===== src/rtl/agc_sim_pkg.sv =====
// Shared definitions for the AGC simulation harness: rupt indices, scheduler states
// and the fixed-priority pick used by the rupt scheduler.
package agc_sim_pkg;

    localparam int NRUPT    = 6;
    localparam int RUPT_KY1 = 0;
    localparam int RUPT_KY2 = 1;
    localparam int RUPT_MK  = 2;
    localparam int RUPT_UP  = 3;
    localparam int RUPT_RAD = 4;
    localparam int RUPT_HND = 5;

    typedef enum logic [1:0] {
        IDLE,
        PULSE,
        GAP
    } sched_state_t;

    // Isolates the lowest set bit, so the lowest index always wins.
    function automatic logic [NRUPT-1:0] pick_lowest(input logic [NRUPT-1:0] req);
        return req & (~req + NRUPT'(1));
    endfunction

endpackage


===== src/rtl/agc_rupt_sched_if.sv =====
// Stimulus-side and AGC-side signals of the rupt scheduler, bundled as one interface.
// The harness drives requests through master; the scheduler answers through slave.
interface agc_rupt_sched_if;
    import agc_sim_pkg::*;

    logic [NRUPT-1:0] REQ_IN;
    logic             MNHRPT;
    logic             OVF_CLR;
    logic             KYRPT1;
    logic             KYRPT2;
    logic             MKRPT;
    logic             UPRUPT;
    logic             RADRPT;
    logic             HNDRPT;
    logic [NRUPT-1:0] PEND;
    logic [NRUPT-1:0] OVF;
    logic             BUSY;

    modport master (
        output REQ_IN, MNHRPT, OVF_CLR,
        input  KYRPT1, KYRPT2, MKRPT, UPRUPT, RADRPT, HNDRPT, PEND, OVF, BUSY
    );

    modport slave (
        input  REQ_IN, MNHRPT, OVF_CLR,
        output KYRPT1, KYRPT2, MKRPT, UPRUPT, RADRPT, HNDRPT, PEND, OVF, BUSY
    );

endinterface


===== src/rtl/agc_req_sync.sv =====
// Per-bit 2-flop synchronizer plus edge register; rise is a one-cycle pulse.
// Latency: an input sampled high at edge 1 shows as rise after edge 2. No backpressure.
module agc_req_sync #(
    parameter int W = 6
) (
    input  logic         SIM_CLK,
    input  logic         SIM_RST_n,
    input  logic [W-1:0] async_in,
    output logic [W-1:0] rise
);

    logic [W-1:0] s1;
    logic [W-1:0] s2;
    logic [W-1:0] s3;

    always_ff @(posedge SIM_CLK or negedge SIM_RST_n) begin
        if (!SIM_RST_n) begin
            s1 <= '0;
            s2 <= '0;
            s3 <= '0;
        end else begin
            s1 <= async_in;
            s2 <= s1;
            s3 <= s2;
        end
    end

    assign rise = s2 & ~s3;

endmodule


===== src/rtl/agc_rupt_sched.sv =====
// Arbitrated rupt requester: one PULSE_TICKS-wide pulse at a time, GAP_TICKS idle after.
// Latency: request rise -> PEND after edge 3, rupt after edge 4; MNHRPT holds off new grants only.
module agc_rupt_sched
    import agc_sim_pkg::*;
#(
    parameter int PULSE_TICKS = 2,
    parameter int GAP_TICKS   = 4,
    parameter int CNT_W       = 8
) (
    input  logic             SIM_CLK,
    input  logic             SIM_RST_n,
    input  logic             TICK,
    agc_rupt_sched_if.slave  bus
);

    sched_state_t     state_q, state_d;
    logic [CNT_W-1:0] cnt_q, cnt_d;
    logic [NRUPT-1:0] rupt_q, rupt_d;
    logic [NRUPT-1:0] pend_q, pend_d;
    logic [NRUPT-1:0] ovf_q, ovf_d;
    logic [NRUPT-1:0] rise;
    logic [NRUPT-1:0] grant;
    logic             can_grant;

    agc_req_sync #(.W(NRUPT)) u_sync (
        .SIM_CLK   (SIM_CLK),
        .SIM_RST_n (SIM_RST_n),
        .async_in  (bus.REQ_IN),
        .rise      (rise)
    );

    // The final GAP tick doubles as the idle slot, so grants are PULSE+GAP ticks apart.
    assign can_grant = TICK && (|pend_q) && !bus.MNHRPT &&
                       ((state_q == IDLE) || ((state_q == GAP) && (cnt_q == '0)));

    always_comb begin
        state_d = state_q;
        cnt_d   = cnt_q;
        rupt_d  = rupt_q;
        grant   = '0;

        if (can_grant) begin
            grant   = pick_lowest(pend_q);
            rupt_d  = grant;
            cnt_d   = CNT_W'(PULSE_TICKS - 1);
            state_d = PULSE;
        end else if (TICK) begin
            case (state_q)
                PULSE: begin
                    if (cnt_q == '0) begin
                        rupt_d = '0;
                        if (GAP_TICKS > 0) begin
                            cnt_d   = CNT_W'(GAP_TICKS - 1);
                            state_d = GAP;
                        end else begin
                            state_d = IDLE;
                        end
                    end else begin
                        cnt_d = cnt_q - CNT_W'(1);
                    end
                end
                GAP: begin
                    if (cnt_q == '0) begin
                        state_d = IDLE;
                    end else begin
                        cnt_d = cnt_q - CNT_W'(1);
                    end
                end
                default: begin
                    state_d = state_q;
                end
            endcase
        end

        // A rise landing on the granting cycle re-arms the bit as a fresh request.
        pend_d = (pend_q & ~grant) | rise;
        ovf_d  = (bus.OVF_CLR ? '0 : ovf_q) | (rise & pend_q & ~grant);
    end

    always_ff @(posedge SIM_CLK or negedge SIM_RST_n) begin
        if (!SIM_RST_n) begin
            state_q <= IDLE;
            cnt_q   <= '0;
            rupt_q  <= '0;
            pend_q  <= '0;
            ovf_q   <= '0;
        end else begin
            state_q <= state_d;
            cnt_q   <= cnt_d;
            rupt_q  <= rupt_d;
            pend_q  <= pend_d;
            ovf_q   <= ovf_d;
        end
    end

    assign bus.KYRPT1 = rupt_q[RUPT_KY1];
    assign bus.KYRPT2 = rupt_q[RUPT_KY2];
    assign bus.MKRPT  = rupt_q[RUPT_MK];
    assign bus.UPRUPT = rupt_q[RUPT_UP];
    assign bus.RADRPT = rupt_q[RUPT_RAD];
    assign bus.HNDRPT = rupt_q[RUPT_HND];
    assign bus.PEND   = pend_q;
    assign bus.OVF    = ovf_q;
    assign bus.BUSY   = (state_q != IDLE);

endmodule


===== src/flat_wrapper.sv =====
// flat-port wrapper written by rule: the top's interface ports become plain ports
module agc_rupt_sched_flat import agc_sim_pkg::*;
#(
    parameter int PULSE_TICKS = 2,
    parameter int GAP_TICKS   = 4,
    parameter int CNT_W       = 8
)
  (SIM_CLK, SIM_RST_n, TICK, bus_REQ_IN, bus_MNHRPT, bus_OVF_CLR, bus_KYRPT1, bus_KYRPT2, bus_MKRPT, bus_UPRUPT, bus_RADRPT, bus_HNDRPT, bus_PEND, bus_OVF, bus_BUSY);
  agc_rupt_sched_if bus_i ();
  input  logic SIM_CLK;
  input  logic SIM_RST_n;
  input  logic TICK;
  input wire logic [$bits(bus_i.REQ_IN)-1:0] bus_REQ_IN;
  input wire logic [$bits(bus_i.MNHRPT)-1:0] bus_MNHRPT;
  input wire logic [$bits(bus_i.OVF_CLR)-1:0] bus_OVF_CLR;
  output wire logic [$bits(bus_i.KYRPT1)-1:0] bus_KYRPT1;
  output wire logic [$bits(bus_i.KYRPT2)-1:0] bus_KYRPT2;
  output wire logic [$bits(bus_i.MKRPT)-1:0] bus_MKRPT;
  output wire logic [$bits(bus_i.UPRUPT)-1:0] bus_UPRUPT;
  output wire logic [$bits(bus_i.RADRPT)-1:0] bus_RADRPT;
  output wire logic [$bits(bus_i.HNDRPT)-1:0] bus_HNDRPT;
  output wire logic [$bits(bus_i.PEND)-1:0] bus_PEND;
  output wire logic [$bits(bus_i.OVF)-1:0] bus_OVF;
  output wire logic [$bits(bus_i.BUSY)-1:0] bus_BUSY;
  assign bus_i.REQ_IN = bus_REQ_IN;
  assign bus_i.MNHRPT = bus_MNHRPT;
  assign bus_i.OVF_CLR = bus_OVF_CLR;
  assign bus_KYRPT1 = bus_i.KYRPT1;
  assign bus_KYRPT2 = bus_i.KYRPT2;
  assign bus_MKRPT = bus_i.MKRPT;
  assign bus_UPRUPT = bus_i.UPRUPT;
  assign bus_RADRPT = bus_i.RADRPT;
  assign bus_HNDRPT = bus_i.HNDRPT;
  assign bus_PEND = bus_i.PEND;
  assign bus_OVF = bus_i.OVF;
  assign bus_BUSY = bus_i.BUSY;
  agc_rupt_sched #(.PULSE_TICKS(PULSE_TICKS), .GAP_TICKS(GAP_TICKS), .CNT_W(CNT_W)) u_core (.SIM_CLK(SIM_CLK), .SIM_RST_n(SIM_RST_n), .TICK(TICK), .bus(bus_i));
endmodule

===== config.mk =====
export PLATFORM = sky130hd
export DESIGN_NAME = agc_rupt_sched_flat
export DESIGN_NICKNAME = d
export VERILOG_FILES = /design/src/rtl/agc_sim_pkg.sv /design/src/rtl/agc_rupt_sched_if.sv /design/src/rtl/agc_req_sync.sv /design/src/rtl/agc_rupt_sched.sv /design/src/flat_wrapper.sv
export SDC_FILE = /design/constraint.sdc
export NUM_CORES = 1
export LEC_CHECK = 0
export ABC_CLOCK_PERIOD_IN_PS = 2180
export BUFFER_PORTS_ARGS = -buffer_cell sky130_fd_sc_hd__buf_4
export CAP_MARGIN = 20
export CORE_ASPECT_RATIO = 0.9
export CORE_MARGIN = 5
export CORE_UTILIZATION = 55
export CTS_CLUSTER_DIAMETER = 150
export CTS_CLUSTER_SIZE = 14
export DETAILED_ROUTE_END_ITERATION = 7
export PLACE_DENSITY = 0.88
export REMOVE_ABC_BUFFERS = 1
export SYNTH_ARGS = -nofsm -noshare
export SYNTH_HDL_FRONTEND = slang
export SYNTH_SLANG_ARGS = --single-unit
export TNS_END_PERCENT = 5

===== constraint.sdc =====
create_clock -name SIM_CLK -period 2.18 [get_ports SIM_CLK]
set_clock_uncertainty 0.15 [all_clocks]
set_input_delay 0.436 -clock SIM_CLK [delete_from_list [all_inputs] [get_ports SIM_CLK]]
set_output_delay 0.436 -clock SIM_CLK [all_outputs]
set_load 0.02 [all_outputs]

; ---- Word level (Yosys, flattened, before mapping)
; Cells that the tools add are included.
[op_classes]
n_mux = 16
bitwise_logic = 10
reduce_logical = 17
eq_ne = 5
add_sub_neg = 2
[op_table]
columns = operator, count
row1 = 2-to-1 mux 6 bit, 6
row2 = 2-to-1 mux 8 bit, 4
row3 = AND 6 bit, 5
row4 = inverter 6 bit, 3
row5 = one-hot mux 8 bit (2 select lines), 1
row6 = OR 6 bit, 2
row7 = zero test 8 bit, 1
row8 = 2-to-1 mux 2 bit, 4
row9 = nonzero test 2 bit, 4
row10 = subtractor 8 x 1 -> 8 bit (second input constant), 1
row11 = adder 6 x 1 -> 6 bit (second input constant), 1
row12 = != test 3 x 2 -> 1 bit (second input constant), 2
row13 = AND reduction 3 bit, 2
row14 = OR reduction 6 bit, 1
row15 = logical AND 1 bit, 4
row16 = one-hot mux 2 bit (2 select lines), 1
row17 = AND reduction 4 bit, 1
row18 = != test 3 x 1 -> 1 bit (second input constant), 1
row19 = nonzero test 3 bit, 1
row20 = equality test 2 x 1 -> 1 bit (second input constant), 1
row21 = equality test 2 bit (second input constant), 1
row22 = zero test 2 bit, 1
row23 = zero test 1 bit, 1
row24 = logical OR 1 bit, 1
[totals]
input_bits = 11
word_cells = 58
ff_bits = 46
out_inout_bits = 19

; ---- Logic depth before layout (Yosys ltp)
; Gate-level depths: netlist (run 1).
[depth]
depth_word = 8
depth_mapped = 9
mapped_depth_nobuf = 7

; ---- Modules after synthesis
; A second synthesis (run 1) with hierarchy kept.
[hier_totals]
hier_cells = 144
hier_area_um2 = 1905.6
[by_module_without_submodules]
columns = mod, cells_each, area_each_um2, n_inst, seq_area_each_um2
row1 = agc_rupt_sched, 120, 1372.6, 1, 700.7
row2 = agc_req_sync, 24, 533.0, 1, 450.4

; ---- Worst setup path before layout (run 1)
; OpenSTA, ideal clock, no wires.
[synth_timing]
path_type = flip-flop to flip-flop
from = register u_core.state_q[0]
to = register u_core.ovf_q[2] (netlist: u_core.bus.OVF[2])
synth_period_minus_slack_ns = 1.971
required_time_ns = 1.898
setup_time_ns = 0.132
path_stages_with_launch = 9
path_buffers = 1
arrival_ns = 1.689
path_slack_ns = 0.209
path_cell_list = dfrtp_1 > inv_1 > ha_1 > and4bb_2 > a21oi_1 > or2_1 > buf_6 > o31ai_2 > o22ai_1
[synth_between]
elab_chain_cells = 8
word_cells_on_any_way = 9
cone_classes = eq/ne (1) / mux (1) / bitwise (3) / reduce/logical (4)
[synth_lines]
columns = element, line_no
row1 = start: declaration, agc_rupt_sched.sv:16  ; sched_state_t state_q, state_d;
row2 = start signal: assignment, agc_rupt_sched.sv:88  ; state_q <= state_d;
row3 = equality test 2 bit, agc_rupt_sched.sv:34  ; ((state_q == IDLE) || ((state_q == GAP) && (cnt_q == '0)));
row4 = logical AND 1 bit, agc_rupt_sched.sv:34
row5 = logical OR 1 bit (*), agc_rupt_sched.sv:34
row6 = logical AND 1 bit (*), agc_rupt_sched.sv:33  ; assign can_grant = TICK && (|pend_q) && !bus.MNHRPT &&
row7 = 2-to-1 mux 6 bit (*), agc_rupt_sched.sv:42  ; if (can_grant) begin
row8 = inverter 6 bit (*), agc_rupt_sched.sv:77  ; ovf_d = (bus.OVF_CLR ? '0 : ovf_q) | (rise & pend_q & ~grant);
row9 = AND 6 bit (*), agc_rupt_sched.sv:77
row10 = OR 6 bit (*), agc_rupt_sched.sv:77
row11 = via u_core.ovf_d[2], agc_rupt_sched.sv:20  ; logic [NRUPT-1:0] ovf_q, ovf_d;
row12 = end signal: assignment, agc_rupt_sched.sv:92  ; ovf_q <= ovf_d;
row13 = end: declaration, agc_rupt_sched.sv:20
; Mark *: on every way through the listed nets, which the timed path passes. The rest lies on a longest branch.
; A chain may end at the register's enable or synchronous reset.

; ---- Final worst setup path (run 1)
[layout_timing]
from = register u_core.pend_q[1] (netlist: u_core.bus.PEND[1])
to = register u_core.cnt_q[6]
[layout_between]
elab_chain_cells = 6
word_cells_on_any_way = 9
cone_classes = eq/ne (1) / mux (1) / reduce/logical (7)
[layout_lines]
columns = element, line_no
row1 = start: declaration, agc_rupt_sched.sv:19  ; logic [NRUPT-1:0] pend_q, pend_d;
row2 = start signal: assignment, agc_rupt_sched.sv:91  ; pend_q <= pend_d;
row3 = OR reduction 6 bit (*), agc_rupt_sched.sv:33
row4 = logical AND 1 bit (*) (3 in a row), agc_rupt_sched.sv:33
row5 = "!= test 3 x 2 -> 1 bit (no line), or another cell as far along", --
row6 = AND reduction 3 bit (no line), --
row7 = end signal: assignment, agc_rupt_sched.sv:89  ; cnt_q <= cnt_d;
row8 = end: declaration, agc_rupt_sched.sv:17  ; logic [CNT_W-1:0] cnt_q, cnt_d;
; Every way passes the cells marked *; elsewhere a longest branch is shown, timed or not.

==> results of run 1 <==
flip-flops by register name (all words and copies together) (netlist names):
| signal | cells |
|---|---|
| u_core.u_sync.s3 | 6 |
| u_core.u_sync.s2 | 6 |
| u_core.bus.OVF | 6 |
| u_core.u_sync.s1 | 6 |
| u_core.bus.PEND | 6 |
| u_core.rupt_q | 6 |
| u_core.state_q | 2 |
| u_core.cnt_q | 8 |
worst paths after layout:
| check | from | to | slack (ns) | cells past startpoint |
|---|---|---|---|---|
| max | u_core.bus.PEND[1] | u_core.cnt_q[6] | 0.13 | 6 |
| min | bus_REQ_IN[1] | u_core.u_sync.s1[1] | 0.08 | 1 |
| max reg2reg | u_core.bus.PEND[1] | u_core.cnt_q[6] | 0.13 | 6 |
| min reg2reg | u_core.u_sync.s1[0] | u_core.u_sync.s2[0] | 0.20 | 0 |
| max in group asynchronous | SIM_RST_n | u_core.u_sync.s1[0] | 0.99 | 2 |
| min in group asynchronous | SIM_RST_n | u_core.cnt_q[3] | 0.51 | 2 |
kinds of logic after synthesis:
| family | count (synthesis) | share of synthesized area [%] |
|---|---|---|
| AND/OR/NAND/NOR | 58 | 16.9 |
| flip-flops | 46 | 59.8 |
| AO/OA/AOI/OAI | 42 | 16.1 |
| buffers and inverters | 16 | 3.96 |
| adder cells (fa/ha/maj) | 5 | 3.25 |
area by class of cell:
class	count	area, µm²	area share, %
flip-flops and latches	46	1150	47.8
multi-input cells	105	718	29.8
clock buffers	5	68.8	2.86
clock inverters	3	23.8	0.988
well taps	44	55.1	2.29
repair buffers	45	340	14.1
inverters	13	48.8	2.03
what timing repair did:
item                                    in CTS  in global routing
pin swaps                                    0                  1
endpoints found under the setup margin       5                  9
hold buffers                                 1                  0
gates resized for setup                      1                  4
endpoints found under the hold margin       46                  0
metrics by stage:
step | utilization, % | total power, mW | setup TNS [ns] | cells | hold WS (ns)
6_report | 71.2 | 2.62 | 0 | 261 | 0.0762
5_1_grt | 71.2 | 2.78 | -0.0477 | 261 | 0.0614
4_1_cts | 70.7 | 2.60 | 0 | 261 | 0.0709
3_5_place_dp | 67.6 | 2.06 | 0 | 252 | 0.185
3_3_place_gp | 67.6 | 2.01 | 0 | 252 | 0.182
2_1_floorplan | - | 1.68 | -0.0698 | 164 | -0.00959
power groups by stage:
stage	registers [mW]	clock network, mW	logic [mW]
final	1.16	0.540	0.917
after global routing	1.18	0.588	1.01
after CTS	1.15	0.546	0.902
after detailed placement	1.17	0	0.892
after global placement	1.16	0	0.853
after floorplan	1.20	0	0.474
routing by layer:
metal / vias to the layer above / global-route usage (%) / routed length [µm]
li1: 682 / - / -
met1: 691 / 24.5 / 1680
met2: 45 / 29.1 / 1900
met3: 5 / 6.23 / 303
met4: 0 / 4.15 / 34
met5: - / 0 / 0
layout by cell type, fill, tap and decap left out, types with 2 or more instances in the layout:
master,n
dfrtp_1,46
buf_4,44
nand2_1,15
inv_1,13
nor2_1,10
o21ai_1,9
nand3_1,9
nand2b_1,7
o22ai_1,7
o21ai_0,5
ha_1,5
clkbuf_8,5
a21o_1,4
a22o_1,4
o31ai_2,3
nor3_1,3
a21oi_1,3
or3_1,2
a211oi_1,2
nor3b_1,2
nor4_1,2
clkinvlp_4,2
==> impl_metrics.env, run 1 <==
export IMPL_final_setup_viol_count=0
export IMPL_clkPwrFrac_pct=20.6
export IMPL_synth_common_cells="dfrtp_1 (46), nand2_1 (15), inv_1 (13), nor2_1 (10), nand3_1 (9)"
export IMPL_tightest_slew_ns=0.556
export IMPL_drive_above_1_share_pct=29.5
export IMPL_post_place_ws_ns=0.0144
export IMPL_ys_ff_latch=46
export IMPL_hold_violations=0
export IMPL_grt_pass1_wl_um=6680
export IMPL_clkTransAtPathRegs_ns=0.09
export IMPL_clock_latency_ns=0.31
export IMPL_synth_edf_count=0
export IMPL_critical_path_max_stage_delay_ns=0.51
export IMPL_place_area_um2=2280
export IMPL_cts_max_level=2
export IMPL_p_sw_uw=973
export IMPL_synthDistinctLibCells=33
export IMPL_cp_slowest_cell="dfrtp_1"
export IMPL_p_int_mw=1.64
export IMPL_first_global_vias=1377
export IMPL_yosysTopAreaCell="dfrtp_1"
export IMPL_p_comb_share_pct=35.1
export IMPL_grt_overflow=0
export IMPL_dr_pass1_iters=4
export IMPL_die_h_um=66.1
export IMPL_synthToLayoutAreaGrowth_pct=25.0
export IMPL_pin_count=30
export IMPL_postRouteAntennaNets=0
export IMPL_drc_errors=0
export IMPL_powerDensity_nw_per_um2=1090
export IMPL_crit_path_end_kind="flop"
export IMPL_ir_worst_vdd_v=0.000672
export IMPL_routedWlPerCell_um=15.0
export IMPL_ys_seq_area_share_pct=59.8
export IMPL_port_buffers=29
export IMPL_drv_slew=0
export IMPL_die_area_um2=4790
export IMPL_drt_vias_per_instance=5.45
export IMPL_synth_area_um2=1930
export IMPL_synth_top_flop_cell="dfrtp_1"
export IMPL_root_buffer="clkbuf_8"
export IMPL_critPathTopFamily="compound AO/OA/AOI/OAI gates"
export IMPL_routabilityCongestion=0.873
export IMPL_drt_iter0_drc=136
export IMPL_hold_class="input port to flop"
export IMPL_p_leak_nw=1.10
export IMPL_antennaDiodeCount=0
export IMPL_post_cts_repair_setup_buffers=0
export IMPL_final_area_um2=2410
export IMPL_antenna_found_initial=0
export IMPL_cts_sinks=46
export IMPL_die_width_um=72.4
export IMPL_syn_area_per_cell_um2=11.5
export IMPL_synthCells=167
export IMPL_numCtsBuffers=5
export IMPL_critPathLaunchType="flop"
export IMPL_synthTopCellsByArea="dfrtp_1 (60%), ha_1 (3.2%), nand2_1 (2.9%)"
export IMPL_period_needed_ns=2.05
export IMPL_path_class="flop to flop"
export IMPL_switching_share_pct=37.2
export IMPL_synth_top_area_share_pct=59.8
export IMPL_fillerInstances=255
export IMPL_max_slew_margin_pct=63.0
export IMPL_outcome="finished, final reports clean"
export IMPL_grt_usage_pct=18.3
export IMPL_path_buf_inv=1
export IMPL_rows=20
export IMPL_initial_core_util_pct=57.0
export IMPL_cts_tree="done"
export IMPL_coreArea_um2=3380
export IMPL_post_synth_top_count_cell="dfrtp_1"
export IMPL_seqPwrFrac_pct=44.3
export IMPL_finalWirelength_um=3920
export IMPL_crit_chain="nor4_2, buf_4, a211oi_1, a2bb2oi_4, o21ai_1, a22o_1"
export IMPL_finalNetCount=232
export IMPL_hpwl_um=2800
export IMPL_drv_cap=0
export IMPL_critPathRequiredTime_ns=2.23
export IMPL_yosysWarnings=0
export IMPL_clockBufferDepth=2
export IMPL_grt_start_max_net_pins=47
export IMPL_path_max_fanout=8
export IMPL_arrival_ns=2.10
export IMPL_vias=1423
export IMPL_worst_slack_ns=0.128
export IMPL_clock_fmax_mhz=487
export IMPL_fin_crit_sh_pct=94.1
export IMPL_synthArstFlopShare_pct=100
(Power assumes the default switching activity.)
==> inputs of run 2 (changes only) <==
--- a/config.mk
+++ b/config.mk
@@ -5,7 +5,7 @@
 export SDC_FILE = /design/constraint.sdc
 export NUM_CORES = 1
 export LEC_CHECK = 0
-export ABC_CLOCK_PERIOD_IN_PS = 2180
+export ABC_CLOCK_PERIOD_IN_PS = 1900
 export BUFFER_PORTS_ARGS = -buffer_cell sky130_fd_sc_hd__buf_4
 export CAP_MARGIN = 20
 export CORE_ASPECT_RATIO = 0.9
==> constraint.sdc (replaced) <==
create_clock -name SIM_CLK -period 1.9 [get_ports SIM_CLK]
set_clock_uncertainty 0.15 [all_clocks]
set_input_delay 0.38 -clock SIM_CLK [delete_from_list [all_inputs] [get_ports SIM_CLK]]
set_output_delay 0.38 -clock SIM_CLK [all_outputs]
set_load 0.02 [all_outputs]
==> run 2 against run 1 <==
Compared with the run above:
- the run now ends with negative setup slack left
- clock-buffer cell count unchanged
- hold slack got worse by 0.051 ns
- combinational power rose by 80%
- first-iteration DRC count is 96% higher
==> impl_metrics.env, run 2 (synthesis results as in run 1) <==
export IMPL_drt_vias_per_instance=6.31
export IMPL_r2r_end="u_core.bus.OVF[1]"
export IMPL_max_slew_margin_pct=62.7
export IMPL_hpwl_um=3130
export IMPL_cts_sinks=46
export IMPL_drc_errors=0
export IMPL_routedWlPerCell_um=22.3
export IMPL_clock_latency_ns=0.31
export IMPL_crit_path_end_kind="flop"
export IMPL_worstHoldEndpoint="u_core.u_sync.s1[1]"
export IMPL_clock_fmax_mhz=478
export IMPL_drv_cap=0
export IMPL_grt_pass1_wl_um=8900
export IMPL_r2r_start="u_core.bus.PEND[5]"
export IMPL_finalWirelength_um=6440
export IMPL_rows=20
export IMPL_dr_pass1_iters=5
export IMPL_routabilityCongestion=0.839
export IMPL_powerDensity_nw_per_um2=1320
export IMPL_pin_count=30
export IMPL_hold_class="input port to flop"
export IMPL_hold_start="bus_REQ_IN[1]"
export IMPL_register_area_um2=1150
export IMPL_worst_slack_ns=-0.190
export IMPL_antenna_found_initial=0
export IMPL_grt_usage_pct=25.3
export IMPL_numCtsBuffers=5
export IMPL_drt_iter0_drc=266
export IMPL_arrival_ns=2.11
export IMPL_fillerInstances=183
export IMPL_crit_start="u_core.bus.PEND[5]"
export IMPL_utilization_pct=81.1
export IMPL_drv_slew=0
export IMPL_rrSetupSlack_ns=-0.19
export IMPL_ir_worst_vdd_v=0.000728
export IMPL_critical_path_max_stage_delay_ns=0.49
export IMPL_grt_setup_unrepaired="true"
export IMPL_grt_overflow=0
export IMPL_crit_chain="nor2_1, a21o_1, buf_4, or2_4, o21ai_1, o22ai_1"
export IMPL_initial_core_util_pct=57.0
export IMPL_post_place_ws_ns=-0.220
export IMPL_largest_register_ffs=8
export IMPL_ff2ff_path_depth=6
export IMPL_die_h_um=66.1
export IMPL_finalNetCount=260
export IMPL_failed_checks="negative setup slack"
export IMPL_die_width_um=72.4
export IMPL_critPathTopFamily="compound AO/OA/AOI/OAI gates"
export IMPL_grt_start_max_net_pins=47
export IMPL_synthToLayoutAreaGrowth_pct=42.4
export IMPL_clkTransAtPathRegs_ns=0.10
export IMPL_critPathLaunchType="flop"
export IMPL_postRouteAntennaNets=0
export IMPL_cts_max_level=2
export IMPL_multiInputGateArea_um2=830
export IMPL_drive_above_1_share_pct=43.3
export IMPL_final_common_cell="buf_4"
export IMPL_p_leak_nw=1.26
export IMPL_path_max_fanout=5
export IMPL_clockBufferDepth=2
export IMPL_holdPathStages=1
export IMPL_hold_violations=0
export IMPL_fin_crit_sh_pct=110
export IMPL_final_setup_viol_count=24
export IMPL_path_buf_inv=1
export IMPL_period_needed_ns=2.09
export IMPL_coreArea_um2=3380
export IMPL_die_area_um2=4790
export IMPL_port_buffers=29
export IMPL_path_class="flop to flop"
export IMPL_tightest_slew_ns=0.560
export IMPL_critPathRequiredTime_ns=1.92
export IMPL_cts_tree="done"
export IMPL_cp_slowest_cell="dfrtp_1"
export IMPL_outcome="finished with violations"
export IMPL_root_buffer="clkbuf_8"
export IMPL_antennaDiodeCount=0
export IMPL_vias=1824
export IMPL_top_register="u_core.cnt_q"
export IMPL_first_global_vias=1794
export IMPL_layout_common_cells="buf_4 (66), dfrtp_1 (43), nand2_1 (15)"
-- run 2: power by group --
part / switching, mW / internal, mW / total, mW
registers: 0.188 / 1.15 / 1.33
clock network: 0.365 / 0.266 / 0.631
logic: 0.867 / 0.780 / 1.65
-- run 2: per-layer routing --
layer | track usage (%) | up-vias | part of all wire, %
met5 | 0 | - | 0
met4 | 15.2 | 0 | 6.9
met3 | 7.90 | 52 | 9.1
met2 | 41.6 | 146 | 48
met1 | 28.9 | 883 | 36
li1 | - | 743 | -
-- run 2: cell type report --
class                      instances  share of cell area [%]
sequential                        46                    42.1
clock buffer                       5                    2.51
timing repair buffer              72                    20.4
tap                               44                    2.01
inverter                          13                    1.78
clock inverter                     3                   0.913
multi-input combinational        106                    30.3
-- run 2: through the flow --
stage	TNS, ns	cells	power (mW)	instance area, µm²	hold WS [ns]
final	-1.97	289	3.61	2740	0.0247
after CTS	-0.263	280	3.27	2580	0.0161
after detailed placement	-3.82	270	2.58	2420	0.187
after global routing	-2.57	289	3.77	2740	0.00178
after global placement	-1.73	270	2.50	2420	0.182
after floorplan	-4.34	164	1.92	1900	-0.0656
-- run 2: worst max path at each step --
stage,to,slack (ns),cells past startpoint
final,u_core.bus.OVF[1],-0.19,6
after global routing,u_core.bus.OVF[1],-0.19,6
after CTS,u_core.bus.OVF[4],-0.03,7
after detailed placement,u_core.cnt_q[3],-0.22,7
after global placement,u_core.cnt_q[7],-0.12,7
after floorplan,u_core.cnt_q[2],-0.30,7
-- run 2: timing repair --
action	in CTS	in global routing
hold endpoints to repair	46	2
setup buffers	1	6
gates resized for setup	11	24
pin swaps	6	13
endpoints found under the setup margin	26	28
gates cloned	0	1
hold buffers	1	2
==> inputs of run 3 (changes only) <==
--- a/config.mk
+++ b/config.mk
@@ -11,10 +11,10 @@
 export CORE_ASPECT_RATIO = 0.9
 export CORE_MARGIN = 5
 export CORE_UTILIZATION = 55
-export CTS_CLUSTER_DIAMETER = 150
+export CTS_CLUSTER_DIAMETER = 200
 export CTS_CLUSTER_SIZE = 14
 export DETAILED_ROUTE_END_ITERATION = 7
-export PLACE_DENSITY = 0.88
+export PLACE_DENSITY = 0.83
 export REMOVE_ABC_BUFFERS = 1
 export SYNTH_ARGS = -nofsm -noshare
 export SYNTH_HDL_FRONTEND = slang
==> run 3 against run 2 <==
Compared with the run above:
- the flow still finishes with violations (negative setup slack)
- sequential power about the same
- non-clock buffer count down 7
- cell count down 2.8%
- maximum frequency up 2.0%
- clock-buffer cell count unchanged
- via count down 8.3%
- total power up 2.0%
- first-iteration DRC count down 27%
- core utilization down 0.26 points
- critical path depth up 1
- combinational power about the same
- critical path type unchanged
- critical endpoint is now u_core.cnt_q[7]
- largest power group unchanged
==> impl_metrics.env, run 3 (synthesis results as in run 1) <==
export IMPL_powerDensity_nw_per_um2=1350
export IMPL_hpwl_um=3150
export IMPL_first_global_vias=1616
export IMPL_final_area_um2=2730
export IMPL_path_max_fanout=7
export IMPL_post_place_ws_ns=-0.187
export IMPL_drive_above_1_share_pct=43.5
export IMPL_routabilityCongestion=0.837
export IMPL_seqPwrFrac_pct=35.9
export IMPL_hold_class="input port to flop"
export IMPL_port_buffers=29
export IMPL_crit_path_end_kind="flop"
export IMPL_cp_slowest_cell="dfrtp_1"
export IMPL_drt_vias_per_instance=5.95
export IMPL_path_class="flop to flop"
export IMPL_rrSetupSlack_ns=-0.15
export IMPL_clockBufferDepth=2
export IMPL_clkPwrFrac_pct=19.8
export IMPL_place_area_um2=2390
export IMPL_routedWlPerCell_um=19.7
export IMPL_crit_chain="nor4_4, a21oi_4, buf_4, o21ai_1, buf_4, o21ai_2, a22o_1"
export IMPL_finalWirelength_um=5540
export IMPL_critPathTopFamily="compound AO/OA/AOI/OAI gates"
export IMPL_path_common_cell="buf_4"
export IMPL_die_h_um=66.1
export IMPL_fin_crit_sh_pct=108
export IMPL_cts_sinks=46
export IMPL_p_leak_nw=1.25
export IMPL_final_common_cell="buf_4"
export IMPL_synthToLayoutAreaGrowth_pct=41.9
export IMPL_grt_usage_pct=21.4
export IMPL_path_buf_inv=2
export IMPL_hold_start="bus_REQ_IN[4]"
export IMPL_grt_overflow=0
export IMPL_dr_pass1_iters=5
export IMPL_drt_iter0_drc=195
export IMPL_top_register="u_core.cnt_q"
export IMPL_utilization_pct=80.9
export IMPL_initial_core_util_pct=57.0
export IMPL_numCtsBuffers=5
export IMPL_vias=1672
export IMPL_critPathLaunchType="flop"
export IMPL_holdPathStages=1
export IMPL_grt_pass1_wl_um=7760
export IMPL_r2r_start="u_core.cnt_q[3]"
export IMPL_outcome="finished with violations"
export IMPL_die_area_um2=4790
export IMPL_drv_cap=0
export IMPL_antennaDiodeCount=0
export IMPL_tightest_slew_ns=0.561
export IMPL_arrival_ns=2.10
export IMPL_instances_no_fill=281
export IMPL_total_power_mw=3.69
export IMPL_switching_share_pct=37.1
export IMPL_cts_tree="done"
export IMPL_p_comb_share_pct=44.3
export IMPL_coreArea_um2=3380
export IMPL_layout_common_cells="buf_4 (60), dfrtp_1 (46), nand2_1 (15)"
export IMPL_largest_register_ffs=8
export IMPL_rows=20
export IMPL_fillerInstances=177
export IMPL_grt_start_max_net_pins=47
export IMPL_final_setup_viol_count=22
export IMPL_pin_count=30
export IMPL_critPathRequiredTime_ns=1.95
export IMPL_ff2ff_path_depth=7
export IMPL_dp_cells=266
export IMPL_finalNetCount=252
export IMPL_r2r_end="u_core.cnt_q[7]"
export IMPL_clock_fmax_mhz=488
export IMPL_ir_worst_vdd_v=0.000781
export IMPL_period_needed_ns=2.05
export IMPL_worstHoldEndpoint="u_core.u_sync.s1[4]"
export IMPL_worst_slack_ns=-0.150
export IMPL_cts_max_level=2
export IMPL_max_slew_margin_pct=62.6
export IMPL_p_sw_mw=1.37
export IMPL_failed_checks="negative setup slack"
export IMPL_antenna_found_initial=0
export IMPL_die_width_um=72.4
export IMPL_root_buffer="clkbuf_8"
export IMPL_drv_slew=0
export IMPL_hold_violations=0
export IMPL_drc_errors=0
export IMPL_clkTransAtPathRegs_ns=0.09
export IMPL_postRouteAntennaNets=0
export IMPL_p_int_mw=2.32
export IMPL_critical_path_max_stage_delay_ns=0.46
export IMPL_grt_setup_unrepaired="true"
export IMPL_clock_latency_ns=0.30
==> run 3: cell count changes in the layout (fill, tap and decap cells not counted), sizes merged <==
| cell | change |
|---|---|
| buf | -5 |
| dlygate4sd3 | -2 |
| bufinv | +1 |
| clkinvlp | -1 |
| or2 | -1 |
==> run 3: metal layers <==
metal | global-route usage [%] | share of wire, % | vias to the layer above
li1 | - | - | 730
met1 | 26.3 | 39 | 823
met2 | 36.9 | 51 | 95
met3 | 3.80 | 6.7 | 24
met4 | 9.45 | 3.5 | 0
met5 | 0 | 0 | -
==> run 3: final cells by class <==
cell class                      instances  area, µm²  area share, %
Sequential cell                        46       1150           42.1
Multi-Input combinational cell        105        851           31.1
Timing Repair Buffer                   65        514           18.8
Clock buffer                            5       68.8           2.52
Tap cell                               44       55.1           2.01
Inverter                               13       48.8           1.79
Clock inverter                          3       43.8           1.60
==> run 3: repair_timing <==
item                                   4_1_cts  5_1_grt
pin swaps                                    8        8
resized for setup                           16       23
buffers inserted                             1        6
setup endpoints to repair                   25       26
endpoints found under the hold margin       46        0
hold buffers                                 1        0
==> run 3: power groups by stage <==
stage	combinational [mW]	sequential (mW)	clock [mW]
final	1.63	1.32	0.729
after global routing	1.73	1.35	0.786
after CTS	1.33	1.28	0.737
after detailed placement	1.24	1.31	0
after global placement	1.17	1.29	0
after floorplan	0.543	1.38	0
==> run 3: worst max path at each step <==
stage                   endpoint         startpoint  slack [ns]  cells after the start
6_report         u_core.cnt_q[7]    u_core.cnt_q[3]       -0.15                      7
5_1_grt          u_core.cnt_q[7]    u_core.cnt_q[3]       -0.21                      7
4_1_cts          u_core.cnt_q[3]    u_core.cnt_q[1]       -0.07                      9
3_5_place_dp   u_core.bus.OVF[3]    u_core.cnt_q[1]       -0.19                      7
3_3_place_gp   u_core.bus.OVF[3]  u_core.state_q[0]        -0.1                      7
2_1_floorplan    u_core.cnt_q[2]    u_core.cnt_q[0]       -0.30                      7
==> run 3: per-stage QoR <==
step | setup TNS, ns | hold slack, ns
4_1_cts | -0.339 | 0.0317
5_1_grt | -3.42 | 0.0234
6_report | -1.79 | 0.0396
3_5_place_dp | -2.88 | 0.188
2_1_floorplan | -4.34 | -0.0656
3_3_place_gp | -1.19 | 0.183
==> run 3: worst reg2reg max path, stage by stage (launching register included) <==
cell and delay (ns):
dfrtp_1 0.46, nor4_4 0.45, a21oi_4 0.12, buf_4 0.15, o21ai_1 0.13, buf_4 0.18, o21ai_2 0.08, a22o_1 0.22
